`src/rtl/uart_rx_param.sv`:
```
// uart_rx_param: UART receiver with a 3-flop rx synchronizer and a 3-sample majority vote per bit.
// Define UART_RX_PARITY_EN to add one parity bit per frame (PARITY_ODD picks odd/even).
//
// state     | meaning
// ----------+-------------------------------------------------------------
// IDLE      | line idle, baud counter held at 0, waiting for a falling edge
// START     | validating the start bit; a high vote is a glitch
// DATA      | shifting in DATA_BITS votes, LSB first
// PARITY    | capturing the parity vote (parity build only)
// STOP      | capturing STOP_BITS votes; the last one closes the frame
// WAIT_IDLE | line still low after the frame (break), waiting for it to rise
module uart_rx_param #(
  parameter int CLK_FREQ   = 96_000_000,
  parameter int UART_BPS   = 115200,
  parameter int DATA_BITS  = 8,
  parameter int STOP_BITS  = 1,
  parameter int PARITY_ODD = 0
) (
  input  logic                 sys_clk,
  input  logic                 sys_rst,
  input  logic                 rx,
  output logic [DATA_BITS-1:0] po_data,
  output logic                 po_flag,
  output logic                 frame_err,
  output logic                 parity_err,
  output logic                 break_det
);

  localparam int BAUD_CNT_MAX = CLK_FREQ / UART_BPS;
  localparam int MID          = BAUD_CNT_MAX / 2 - 1;
  localparam int CW           = $clog2(BAUD_CNT_MAX);

  localparam logic [CW-1:0] CNT_LAST = CW'(BAUD_CNT_MAX - 1);
  localparam logic [CW-1:0] CNT_S0   = CW'(MID - 1);
  localparam logic [CW-1:0] CNT_S1   = CW'(MID);
  localparam logic [CW-1:0] CNT_S2   = CW'(MID + 1);
  localparam logic [2:0]    DATA_LAST = 3'(DATA_BITS - 1);
  localparam logic [2:0]    STOP_LAST = 3'(STOP_BITS - 1);

  // An illegal parameter set leaves the receiver parked in IDLE.
  localparam bit CFG_OK = (DATA_BITS >= 5) && (DATA_BITS <= 8) &&
                          (STOP_BITS == 1 || STOP_BITS == 2) &&
                          (PARITY_ODD == 0 || PARITY_ODD == 1) &&
                          (BAUD_CNT_MAX >= 8);

`ifdef UART_RX_PARITY_EN
  typedef enum logic [2:0] {
    S_IDLE, S_START, S_DATA, S_PARITY, S_STOP, S_WAIT_IDLE
  } state_t;
`else
  typedef enum logic [2:0] {
    S_IDLE, S_START, S_DATA, S_STOP, S_WAIT_IDLE
  } state_t;
`endif

  state_t state, state_next;

  logic rx_s1, rx_s2, rx_sync, rx_d;
  logic fall_edge;
  logic [CW-1:0] baud_cnt;
  logic samp_a, samp_b, samp_tick, vote;
  logic [2:0] bit_cnt;
  logic bit_last;
  logic [DATA_BITS-1:0] shift_reg;
  logic stop_bad, first_stop, stop1_vote;
  logic shift_en, stop_en, frame_done;
  logic par_zero;

  always_ff @(posedge sys_clk) begin
    if (sys_rst) begin
      rx_s1   <= 1'b1;
      rx_s2   <= 1'b1;
      rx_sync <= 1'b1;
      rx_d    <= 1'b1;
    end else begin
      rx_s1   <= rx;
      rx_s2   <= rx_s1;
      rx_sync <= rx_s2;
      rx_d    <= rx_sync;
    end
  end

  assign fall_edge = rx_d & ~rx_sync;

  always_ff @(posedge sys_clk) begin
    if (sys_rst || state == S_IDLE) begin
      baud_cnt <= '0;
    end else if (baud_cnt == CNT_LAST) begin
      baud_cnt <= '0;
    end else begin
      baud_cnt <= baud_cnt + CW'(1);
    end
  end

  // Two early samples are stored; the third is the live synchronized line.
  always_ff @(posedge sys_clk) begin
    if (sys_rst) begin
      samp_a <= 1'b1;
      samp_b <= 1'b1;
    end else begin
      if (baud_cnt == CNT_S0) samp_a <= rx_sync;
      if (baud_cnt == CNT_S1) samp_b <= rx_sync;
    end
  end

  assign samp_tick = (state != S_IDLE) && (baud_cnt == CNT_S2);
  assign vote      = (samp_a & samp_b) | (samp_a & rx_sync) | (samp_b & rx_sync);
  assign bit_last  = (state == S_DATA) ? (bit_cnt == DATA_LAST) : (bit_cnt == STOP_LAST);

  always_ff @(posedge sys_clk) begin
    if (sys_rst || state == S_IDLE) begin
      bit_cnt <= '0;
    end else if (samp_tick && (state == S_DATA || state == S_STOP)) begin
      bit_cnt <= bit_last ? 3'd0 : bit_cnt + 3'd1;
    end
  end

  always_ff @(posedge sys_clk) begin
    if (sys_rst) begin
      state <= S_IDLE;
    end else begin
      state <= state_next;
    end
  end

  always_comb begin
    state_next = state;
    case (state)
      S_IDLE:      if (fall_edge && CFG_OK) state_next = S_START;
      S_START:     if (samp_tick) state_next = vote ? S_IDLE : S_DATA;
      S_DATA: begin
        if (samp_tick && bit_last) begin
`ifdef UART_RX_PARITY_EN
          state_next = S_PARITY;
`else
          state_next = S_STOP;
`endif
        end
      end
`ifdef UART_RX_PARITY_EN
      S_PARITY:    if (samp_tick) state_next = S_STOP;
`endif
      S_STOP:      if (samp_tick && bit_last) state_next = rx_sync ? S_IDLE : S_WAIT_IDLE;
      S_WAIT_IDLE: if (rx_sync) state_next = S_IDLE;
      default:     state_next = S_IDLE;
    endcase
  end

`ifdef UART_RX_PARITY_EN
  logic par_en;
`endif

  always_comb begin
    shift_en   = 1'b0;
    stop_en    = 1'b0;
    frame_done = 1'b0;
`ifdef UART_RX_PARITY_EN
    par_en     = 1'b0;
`endif
    case (state)
      S_DATA:   shift_en = samp_tick;
`ifdef UART_RX_PARITY_EN
      S_PARITY: par_en   = samp_tick;
`endif
      S_STOP: begin
        stop_en    = samp_tick;
        frame_done = samp_tick & bit_last;
      end
      default: ;
    endcase
  end

  always_ff @(posedge sys_clk) begin
    if (sys_rst) begin
      shift_reg <= '0;
    end else if (shift_en) begin
      shift_reg <= {vote, shift_reg[DATA_BITS-1:1]};
    end
  end

  always_ff @(posedge sys_clk) begin
    if (sys_rst || state == S_START) begin
      stop_bad   <= 1'b0;
      first_stop <= 1'b1;
    end else if (stop_en) begin
      if (!vote) stop_bad <= 1'b1;
      if (bit_cnt == 3'd0) first_stop <= vote;
    end
  end

  // With one stop bit the first stop vote is the one being taken right now.
  assign stop1_vote = (bit_cnt == 3'd0) ? vote : first_stop;

`ifdef UART_RX_PARITY_EN
  localparam logic PAR_ODD = (PARITY_ODD != 0);
  logic parity_bit;

  always_ff @(posedge sys_clk) begin
    if (sys_rst) begin
      parity_bit <= 1'b0;
    end else if (par_en) begin
      parity_bit <= vote;
    end
  end

  always_ff @(posedge sys_clk) begin
    if (sys_rst) begin
      parity_err <= 1'b0;
    end else begin
      parity_err <= frame_done & (^shift_reg ^ parity_bit ^ PAR_ODD);
    end
  end

  assign par_zero = ~parity_bit;
`else
  assign parity_err = 1'b0;
  assign par_zero   = 1'b1;
`endif

  always_ff @(posedge sys_clk) begin
    if (sys_rst) begin
      po_data   <= '0;
      po_flag   <= 1'b0;
      frame_err <= 1'b0;
      break_det <= 1'b0;
    end else begin
      po_flag   <= frame_done;
      frame_err <= frame_done & (stop_bad | ~vote);
      break_det <= frame_done & ~(|shift_reg) & ~stop1_vote & par_zero;
      if (frame_done) po_data <= shift_reg;
    end
  end

endmodule

```
`config.mk`:
```
export PLATFORM = sky130hd
export DESIGN_NAME = uart_rx_param
export DESIGN_NICKNAME = d
export VERILOG_FILES = /design/src/rtl/uart_rx_param.sv
export SDC_FILE = /design/constraint.sdc
export NUM_CORES = 1
export LEC_CHECK = 0
export ABC_AREA = 1
export CAP_MARGIN = 5
export CORE_ASPECT_RATIO = 0.75
export CORE_MARGIN = 4
export CORE_UTILIZATION = 45
export DETAILED_ROUTE_END_ITERATION = 10
export DONT_BUFFER_PORTS = 1
export PLACE_DENSITY_LB_ADDON = 0.25
export SLEW_MARGIN = 5
export SYNTH_ARGS = -nofsm -noshare
export SYNTH_HDL_FRONTEND = slang
export SYNTH_SLANG_ARGS = --single-unit
```
`constraint.sdc`:
```
create_clock -name sys_clk -period 1.5 [get_ports sys_clk]
set_clock_uncertainty 0.2 [all_clocks]
set_input_delay 0.15 -clock sys_clk [delete_from_list [all_inputs] [get_ports sys_clk]]
set_output_delay 0.15 -clock sys_clk [all_outputs]
set_load 0.05 [all_outputs]
```
; After elaboration in Yosys (flattened, before gate mapping)
; Cells that the tools add are included.
[word_totals]
regBits = 43
input_bits = 3
word_cells = 74
[classes]
mux = 14
reduce_logical = 13
n_bitwise = 15
add_sub_neg = 2
n_eq_ne = 14
[op_table]
columns = cell, n
row1 = $eq 10x9->1 const B, 3
row2 = $mux 3, 7
row3 = $pmux 3 s5, 1
row4 = $add 10x1->10 const B, 1
row5 = $eq 10x10->1 const B, 1
row6 = $and 1x1->1, 8
row7 = $reduce_or 8->1, 1
row8 = $eq 3x2->1 const B, 2
row9 = $eq 3x3->1 const B, 2
row10 = $logic_not 3->1, 2
row11 = $ne 2x2->1 const B, 3
row12 = $mux 1, 5
row13 = $reduce_and 5->1, 1
row14 = $ne 2x1->1 const B, 2
row15 = $not 1->1, 4
row16 = $add 3x1->3 const B, 1
row17 = $eq 3x1->1 const B, 1
row18 = $logic_and 1x1->1, 3
row19 = $logic_or 1x1->1, 3
row20 = $or 1x1->1, 3
row21 = $reduce_bool 3->1, 1
row22 = $mux 2, 1
row23 = $reduce_and 2->1, 1
row24 = $reduce_or 2->1, 1

; Depth between registers and ports, before layout
[logic_depth]
ltp_word = 6
mapped_depth = 12
mapped_depth_nobuf = 12

; Least setup slack after synthesis
; Ideal clock, no wire load.
[synth_timing]
path_type = register to register
from = reg baud_cnt[0]
to = reg po_data[7]
arrival_ps = 1245
path_stages_with_launch = 11
setup_slack_ps = -60
required_ps = 1186
path_cell_list = dfxtp_1 -> inv_1 -> ha_1 -> nand2_1 -> nor2_4 -> nand2_2 -> clkinv_2 -> nand3_4 -> buf_6 -> o21ai_1 -> nor2_1
[synth_via]
elab_chain_len = 4
[synth_rtl]
columns = element, line
row1 = from (decl), 60  ; logic [CW-1:0] baud_cnt;
row2 = from (signal assigned), 91  ; baud_cnt <= baud_cnt + CW'(1);
row3 = $eq 10x9->1, 106  ; assign samp_tick = (state != S_IDLE) && (baud_cnt == CNT_S2);
row4 = $logic_and 1x1->1, 106
row5 = $and 1x1->1, 167  ; frame_done = samp_tick & bit_last;
row6 = $mux 1, 160  ; case (state)
row7 = to (signal assigned), 230  ; if (frame_done) po_data <= shift_reg;
row8 = to (decl), 22  ; output logic [DATA_BITS-1:0] po_data,
; Every way passes these cells.
; A chain may end at the register's enable or synchronous reset.

; Worst setup path after layout
[layout_timing]
from = reg state[0]
to = reg state[1]
[layout_via]
elab_chain_len = 5
[layout_rtl]
columns = element, line
row1 = from (decl), 56  ; state_t state, state_next;
row2 = from (signal assigned), 122  ; state <= state_next;
row3 = $eq 3x2->1 / $reduce_bool 3->1 (equally long branches), "108, 128, 106"
row4 = $mux 1 / $logic_and 1x1->1 (equally long branches), "108, 106"
row5 = $logic_and 1x1->1, "132, 143"
row6 = $ne 2x1->1 (no source line), --
row7 = $reduce_and 5->1 (no source line), --
; Parallel ways exist; a longest one is shown, timed or not.

==> qor.csv <==
metric,value,unit
dieArea,5369,µm²
ys_ff_latch,43,
crit_start,state[0],
wl_per_cell,12.30,µm
nFillCells,329,
start_kind,flop,
synth_area_leaders,"dfxtp_1 45%, nor2_1 7.7%, inv_1 6.5%",
clock_path_buffers,2,
rows,20,
largest_register_ffs,10,
antenna_found_initial,0,
critPathArrivalTime,1.60,ns
crit_path_max_fanout,6,
syn-instance-count,244,
setup.worst_path.class,flop to flop,
drtIter0Drc,114,
via_per_inst,4.849,
synthDominantCellAreaShare,45.00,%
total_power,2.944,mW
grt_use_met2,23.60,%
synth_largest_area_cell,dfxtp_1,
synthToLayoutAreaGrowth,42.64,%
cts.htree.levels,2,
critPathRequiredTime,1.51,ns
io_buffers,0,
dr.pass1.iters,4,
rsz0062_at_grt,true,
final.min_clock_period,1.597,ns
start_util,46.90,%
cts_tree,done,
met1_usage,23.17,%
grt_pass1_vias,1524,
hp-class,input port to flop,
final_cell_mix,"42 x buf_4, 35 x dfxtp_1, 33 x nor2_1",
n_antenna_cell,0,
io_pins,15,
synth_cell_types,37,
syn_nets,253,
hold_viol,0,
min_period_over_period,106.5,%
die_y,64.47,µm
clock_latency,0.30,ns
detailed_place_hpwl,2638,µm
drv_slew,0,
layout.nets,303,
cap_viol_max_count,0,
outcome,"finished, violations left",
yosysWarnings,0,
fmax,626.0,MHz
busiest_layer,met2,
r2r-start,state[0],
core,4079,µm²
setup_viol,33,
worst_pin_slew,0.5231,ns
layout_commonest_cell,buf_4,
drive_above_1_share,43.05,%
violations,setup timing,
vdd_drop_max,0.7213,mV
syn_avg_cell_area,7.841,µm²
grt_first_pass_wirelength,7038,µm
routed_wl,4305,µm
grt_start_max_net_pins,20,
route.vias.total,1697,
clkTransAtPathRegs,0.09,ns
yosysSeqAreaShare,45.00,%
gr-usage-all-layers,16.47,%
maxSlewHeadroom,64.81,%
die_w,83.29,µm
syn_area,1913,µm²
p_leak,1.112,nW
drc,0,
cts_made_buffers,5,
cp-end-kind,flop,
fin_ws,-0.09740,ns
finalSetupTns,-1.836,ns
gp_congestion,0.8408,
root_buffer,clkbuf_8,
grt_overflow_total,0,
postRouteAntennaNets,0,
min-delay-start,sys_rst,
grtUsageMet3,4.701,%
power.density,1079,nW/µm²
clock-sinks,43,
## synthesized netlist by cell type
cell type  number
dfxtp_1        43
nor2_1         39
inv_1          33
nand2_1        23
a21oi_1        17
o21ai_0        14
o21ai_1        10
nand3_1         9
ha_1            6
nor3_1          6
nand2_2         4
or2_2           4
inv_2           3
a211oi_1        2
and2_1          2
buf_4           2
buf_6           2
clkbuf_1        2
nor2_4          2
nor3_2          2
nor4_1          2
xor2_1          2
a21oi_2         1
a21oi_4         1
a31oi_1         1
clkbuf_2        1
clkinv_2        1
conb_1          1
mux2i_1         1
nand3_4         1
nand4_1         1
nand4_2         1
nor3b_1         1
o211ai_1        1
o31ai_2         1
or3_1           1
xnor2_1         1
## kinds of logic after synthesis
family	Yosys count	synth area share (%)
simple gates	98	24.85
compound gates	48	14.19
buf+inv	44	9.940
flops	43	45.00
fa+ha+maj	6	3.924
xor+xnor	3	1.374
other cells	1	0.1960
mux	1	0.5232
## worst max-delay path: stages (launching register included)
cell     delay [ns]
dfxtp_2        0.34
nor2_4         0.22
buf_6          0.13
nand3_2        0.07
nand2_4        0.14
nand3_2        0.08
nand2_2        0.08
nand2_2        0.07
o21ai_1        0.13
inv_1          0.04
## timing repair
| item | 4_1_cts | 5_1_grt |
|---|---|---|
| setup buffers | 5 | 6 |
| resized for setup | 36 | 36 |
| gates cloned | 1 | 0 |
| endpoints found under the setup margin | 35 | 39 |
| endpoints found under the hold margin | 13 | 0 |
| hold buffers | 2 | 0 |
| pin swaps | 22 | 9 |
## routing by layer
metal  up-vias  part of all wire, %
met4         0                  1.6
met2        32                   46
met1       778                   49
met3         4                  3.9
met5         -                    0
li1        883                    -
## per-stage QoR
step / hold slack (ns) / area (µm²) / utilization [%] / setup slack, ns / std cells
final: 0.2150 / 2729 / 66.90 / -0.09740 / 350
after floorplan: 0.05381 / 1938 / - / -0.001097 / 244
after global placement: 0.02325 / 2240 / 54.91 / -0.1823 / 328
after global routing: 0.2424 / 2729 / 66.90 / -0.2172 / 350
after CTS: 0.2187 / 2560 / 62.76 / -0.09543 / 344
after detailed placement: 0.02408 / 2240 / 54.91 / -0.2102 / 328
## cell type report
| type | instances | area [µm²] | share of cell area, % |
|---|---|---|---|
| clock buffer | 6 | 82.58 | 3.026 |
| clock inverter | 2 | 38.79 | 1.421 |
| inverter | 37 | 151.4 | 5.548 |
| multi-input combinational | 158 | 1111 | 40.72 |
| sequential | 43 | 873.3 | 32.00 |
| tap | 55 | 68.82 | 2.522 |
| timing repair buffer | 49 | 402.9 | 14.76 |
## power by group
group / total, mW / internal [mW] / switching, mW
logic: 0.755 / 0.329 / 0.426
registers: 1.21 / 1.18 / 0.0328
clock network: 0.975 / 0.548 / 0.427
total: 2.94 / 2.06 / 0.886
## path summary, 6_finish.rpt
kind,endpoint,slack [ns],cells after the start
hold / removal,state[2],0.21,2
hold reg to reg,rx_s2,0.21,1
setup reg to reg,state[1],-0.1,9
setup / recovery,state[1],-0.1,9
Power figures use the tool's default switching activity.
